<file path="config.mk">
export PLATFORM = sky130hd
export DESIGN_NAME = pipo_shift_reg
export DESIGN_NICKNAME = d
export VERILOG_FILES = /design/src/rtl/pipo_pkg.sv /design/src/rtl/bit_counter.sv /design/src/rtl/pipo_shift_reg.sv
export SDC_FILE = /design/constraint.sdc
export NUM_CORES = 1
export LEC_CHECK = 0
export CORE_ASPECT_RATIO = 1.5
export CORE_MARGIN = 1.5
export CORE_UTILIZATION = 45
export CTS_BUF_LIST = sky130_fd_sc_hd__clkbuf_4
export CTS_CLUSTER_SIZE = 24
export DETAILED_ROUTE_END_ITERATION = 10
export HOLD_SLACK_MARGIN = 0.02
export PLACE_DENSITY = 0.82
export SLEW_MARGIN = 20
export SYNTH_ARGS = -nofsm -noshare
export SYNTH_HDL_FRONTEND = slang
export SYNTH_SLANG_ARGS = --single-unit
export TNS_END_PERCENT = 5
</file>
<file path="constraint.sdc">
create_clock -name clk -period 2.2 [get_ports clk]
set_input_delay 0.44 -clock clk [delete_from_list [all_inputs] [get_ports clk]]
set_output_delay 0.44 -clock clk [all_outputs]
set_load 0.05 [all_outputs]
</file>
<file path="src/rtl/pipo_pkg.sv">
// pipo_pkg: shared op encoding (LOAD, SHIFT_LSB, SHIFT_MSB, RSVD) and FSM state type (IDLE, SHIFT) for pipo_shift_reg
package pipo_pkg;
  typedef enum logic [1:0] {LOAD = 2'b00, SHIFT_LSB = 2'b01, SHIFT_MSB = 2'b10, RSVD = 2'b11} op_e;
  typedef enum logic {IDLE = 1'b0, SHIFT = 1'b1} state_e;
endpackage

</file>
<file path="src/rtl/bit_counter.sv">
// bit_counter: W-bit transfer counter; ports clk, rst_n (async low), clr (sync clear, wins over inc), inc (count enable), cnt (count)
module bit_counter #(
  parameter int W = 4
) (
  input  logic         clk,
  input  logic         rst_n,
  input  logic         clr,
  input  logic         inc,
  output logic [W-1:0] cnt
);
  always_ff @(posedge clk or negedge rst_n)
    if (!rst_n) cnt <= '0;
    else if (clr) cnt <= '0;
    else if (inc) cnt <= cnt + 1'b1;
endmodule

</file>
<file path="src/rtl/pipo_shift_reg.sv">
// pipo_shift_reg: parallel-in/parallel-out shift register with LOAD and LSB/MSB-first serial transfer; ports clk, rst_n, start, op, pdata, sin in; sout, q, ready, done (+ q_par when SHIFT_PARITY_EN is defined) out
module pipo_shift_reg
  import pipo_pkg::*;
#(
  parameter int WIDTH = 8
) (
  input  logic             clk,
  input  logic             rst_n,
  input  logic             start,
  input  logic [1:0]       op,
  input  logic [WIDTH-1:0] pdata,
  input  logic             sin,
  output logic             sout,
  output logic [WIDTH-1:0] q,
  output logic             ready,
  output logic             done
`ifdef SHIFT_PARITY_EN
  ,
  output logic             q_par
`endif
);
  localparam int CW = $clog2(WIDTH + 1);
  state_e           st;
  logic             dir;
  logic [WIDTH-1:0] shreg;
  logic [WIDTH-1:0] nxt;
  logic [CW-1:0]    cnt;
  logic             load_go;
  logic             shift_go;
  logic             last;
  always_comb begin
    load_go  = st == IDLE && start && op == LOAD;
    shift_go = st == IDLE && start && (op == SHIFT_LSB || op == SHIFT_MSB);
    last     = st == SHIFT && cnt == CW'(WIDTH - 1);
    nxt      = dir ? (shreg << 1) | WIDTH'(sin) : (shreg >> 1) | (WIDTH'(sin) << (WIDTH - 1));
    ready    = st == IDLE;
    sout     = st == SHIFT && (dir ? shreg[WIDTH-1] : shreg[0]);
  end
  bit_counter #(.W(CW)) u_cnt (
    .clk  (clk),
    .rst_n(rst_n),
    .clr  (shift_go),
    .inc  (st == SHIFT),
    .cnt  (cnt)
  );
  always_ff @(posedge clk or negedge rst_n)
    if (!rst_n) begin
      st    <= IDLE;
      dir   <= 1'b0;
      shreg <= '0;
      q     <= '0;
      done  <= 1'b0;
    end else begin
      done <= load_go || last;
      if (load_go) q <= pdata;
      if (shift_go) begin
        shreg <= pdata;
        dir   <= op == SHIFT_MSB;
        st    <= SHIFT;
      end
      if (st == SHIFT) shreg <= nxt;
      if (last) begin
        q  <= nxt;
        st <= IDLE;
      end
    end
`ifdef SHIFT_PARITY_EN
  always_ff @(posedge clk or negedge rst_n)
    if (!rst_n) q_par <= 1'b0;
    else if (load_go) q_par <= ^pdata;
    else if (last) q_par <= ^nxt;
`endif
endmodule

</file>
# Word level (Yosys, flattened, before mapping)
# Cells that the tools add are included.
# op_classes
n_addsub	1
n_eq_ne	3
n_reduce_logical	11
n_mux	10
bitwise	3
# op_table
cell	n
8-bit two-way mux	5
4-bit two-way mux	2
7-bit by 8-bit bitwise OR with 8-bit output	1
8-bit by 1-bit bitwise OR with 8-bit output	1
2-bit nonzero test	3
1-bit logical AND	5
4-bit by 1-bit adder with 4-bit output (second input constant)	1
4-bit by 3-bit == test with 1-bit output (second input constant)	1
1-bit two-way mux	3
2-bit by 1-bit == test with 1-bit output (second input constant)	1
2-bit == test (second input constant)	1
2-bit logical NOT	1
1-bit logical OR	2
1-bit inverter	1
# word_totals
input_bits	14
register_bits	23

# Logic depth before layout (Yosys ltp)
# logic_depth
word_depth	5
depth_mapped	6

# Cells and area by module
# Synthesis repeated with hierarchy kept, for this count alone.
# unflattened
cells_unflattened	94
hier_area_um2	1163.6
# modules_own_cells
mod	n_inst	seq_area_each_um2	area_each_um2	cells_each
pipo_shift_reg	1	475.5	970.9	78
bit_counter	1	100.1	192.7	16

# Least setup slack after synthesis
# Ideal clock, no wire load.
# synth_path
path_type	reg2out
start	register st
end	output sout
path_stages_with_launch	4
arrival_time_ns	1.417
path_slack_ns	0.343
required_ns	1.760
cell_sequence	dfrtp_1 buf_6 inv_1 nor2_1
# synth_via
elab_chain_cells	1
# synth_lines
element	line_no	source
from (decl)	pipo_shift_reg.sv:23	state_e st;
from (signal assigned)	pipo_shift_reg.sv:48	st <= IDLE;
from (signal assigned)	pipo_shift_reg.sv:59	st <= SHIFT;
from (signal assigned)	pipo_shift_reg.sv:64	st <= IDLE;
1-bit logical AND	pipo_shift_reg.sv:37	sout = st == SHIFT && (dir ? shreg[WIDTH-1] : shreg[0]);
to (decl)	pipo_shift_reg.sv:13	output logic sout,
# No other way between the ends.

# Worst setup path in the final report
# layout_path
start	register q[3]
end	output q[3]
# layout_lines
element	line_no	source
from (decl)	pipo_shift_reg.sv:14	output logic [WIDTH-1:0] q,
from (signal assigned)	pipo_shift_reg.sv:55	if (load_go) q <= pdata;
from (signal assigned)	pipo_shift_reg.sv:63	q <= nxt;
# No word-level cell between the ends.

==> flow_metrics.tcl <==
set metrics [dict create \
    vias_per_cell 5.30 \
    cp_slowest_stage_delay_ns 0.82 \
    fin_cells 169 \
    num-nets-final 150 \
    final_cell_mix "dfrtp_1 (23), clkdlybuf4s50_1 (22), nand2_1 (19)" \
    dpl.cell_count 165 \
    finalClockSkew_ns 0.00427 \
    wirelength_mm 2.51 \
    drive_gt1_share_pct 25.8 \
    status "completed" \
    htree_levels 1 \
    cp_top_family "buffers and inverters" \
    synthArstFlopShare_pct 100 \
    clock-sinks 23 \
    fin_crit_ns 1.96 \
    path_max_fanout 2 \
    wl_per_cell_um 14.9 \
    critical_path.cell_chain "clkdlybuf4s50_1" \
    gp_congestion 0.722 \
    hold_viol 0 \
    fin_setup_tns_ns 0 \
    start_util_pct 46.6 \
    clkTransAtPathRegs_ns 0.13 \
    critPathKind "flop to output pin" \
    synth_seq_area_share_pct 46.7 \
    final_common_cell "dfrtp_1" \
    rsz0062_at_grt "no" \
    postCtsSetupBuffers 0 \
    synth_ff_type "dfrtp_1" \
    setup_violations 0 \
    cts-hold-fix-buffers 0 \
    cts_buffers 3 \
    cts_resized 0 \
    core_area_sq_um 2650 \
    slew_headroom_pct 65.8 \
    die-width_um 45.8 \
    maxCapViolCount 0 \
    cts_tree "yes" \
    ys_ff_latch 23 \
    fp-row-count 23 \
    grt_max_degree 24 \
    finalCoreUtilization_pct 58.8 \
    drcViolationCount 0 \
    synth_area_per_cell_sq_um 11.9 \
    drt-pass1-iter-count 4 \
    first_iter_violations 29 \
    num_antenna_cells 0 \
    clock-root-buffer "clkbuf_4" \
    fin_crit_sh_pct 89.0 \
    hold_path_class "input pin to async pin" \
    p_total_w 0.00237 \
    slew_viol_final 0 \
    synth_cell_type_count 23 \
    cp_slowest_cell "clkdlybuf4s50_1" \
    synthCells 104 \
    grt_overflow 0 \
    syn-num-nets 121 \
    p_leak_nw 0.720 \
    synth_area_sq_um 1230 \
    crit_required_ns 1.76 \
    antenna_found_initial 0 \
    track_usage_pct 18.5 \
    antenna_left 0 \
    max_clock_freq_mhz 511 \
    die_y_um 67.1 \
    place_hpwl_mm 1.90 \
    start_kind "flop" \
    worstPathArrival_ns 1.52 \
    io_buffers 24 \
    cts_max_path_buffers 2 \
    vias 895 \
    tightest_slew_ns 0.513 \
    power_density_nw_per_um2 1520 \
    yosys_warnings 0 \
    crit_buf_inv 1 \
    io-pin-count 25 \
    endpoint_kind "output pin" \
    grt_pass1_wl_mm 3.96 \
    irDropWorstVdd_v 0.000642 \
    clock_insertion_delay_worst_skew_ns 0.32 \
    grt_pass1_vias 856 \
    die_area_sq_um 3070 \
    synth_edf_count 0 \
    syn_to_final_growth_pct 26.3 \
]
[power breakdown]
group | internal (W) | switching [W] | leakage, nW
logic | 0.000626 | 0.000738 | 0.424
clock network | 0.0000834 | 0.000129 | 0.0184
registers | 0.000630 | 0.000167 | 0.278
total | 0.00134 | 0.00103 | 0.720
[Yosys cell counts (2+ instances only)]
library cell	n	area, sq um
a22oi_1	7	52.6
buf_6	2	22.5
clkbuf_1	2	7.51
dfrtp_1	23	576
ha_1	3	37.5
inv_1	4	15.0
mux2_2	8	90.1
mux2_4	14	210
mux2i_1	2	20.0
nand2_1	19	71.3
nand4_1	2	12.5
nor2_1	5	18.8
o21ai_0	2	10.0
xor2_1	2	17.5
[metal layers]
| metal | routed length (um) | global-route usage, % |
|---|---|---|
| met1 | 991 | 21.1 |
| met4 | 72 | 13.9 |
| met3 | 91 | 3.79 |
| met2 | 1360 | 29.0 |
| met5 | 0 | 0 |
[flip-flops by register name, summed over array words and instances, names as in the netlist]
register / cells
dir: 1
shreg: 8
u_cnt.cnt: 4
st: 1
q: 8
done: 1
[layout make-up]
class / instances / area (sq um)
fill: 221 / 1090
multi-input combinational: 72 / 606
sequential: 23 / 576
timing repair buffer: 29 / 285
tap: 37 / 46.3
clock buffer: 4 / 30.0
inverter: 4 / 15.0
[logic make-up after synthesis]
logic type | synth area share (%)
buffers and inverters | 4.26
adders and majority gates | 3.04
and+or+nand+nor | 11.0
DFF | 46.7
xor gates and xnor gates | 1.42
AOI/OAI and AO/OA | 7.71
muxes | 26.0
[path summary, 6_finish.rpt]
kind / from / to / slack, ns / depth (start not counted)
max in group asynchronous: rst_n / shreg[3] / 1.49 / 2
max reg2reg: u_cnt.cnt[0] / q[4] / 0.34 / 4
min in group clk: shreg[7] / shreg[7] / 0.52 / 2
min reg2reg: shreg[7] / shreg[7] / 0.52 / 2
max: q[3] / q[3] / 0.24 / 1
min: rst_n / u_cnt.cnt[0] / 0.47 / 2
[metrics by stage]
stage | area, sq um | hold WS [ns] | setup WS, ns
2_1_floorplan | 1230 | 0.144 | 0.343
3_3_place_gp | 1530 | 0.477 | 0.217
3_5_place_dp | 1530 | 0.494 | 0.140
4_1_cts | 1560 | 0.478 | 0.224
5_1_grt | 1560 | 0.494 | 0.197
6_report | 1560 | 0.475 | 0.242
Note: power is estimated with default switching activity, not from simulation.
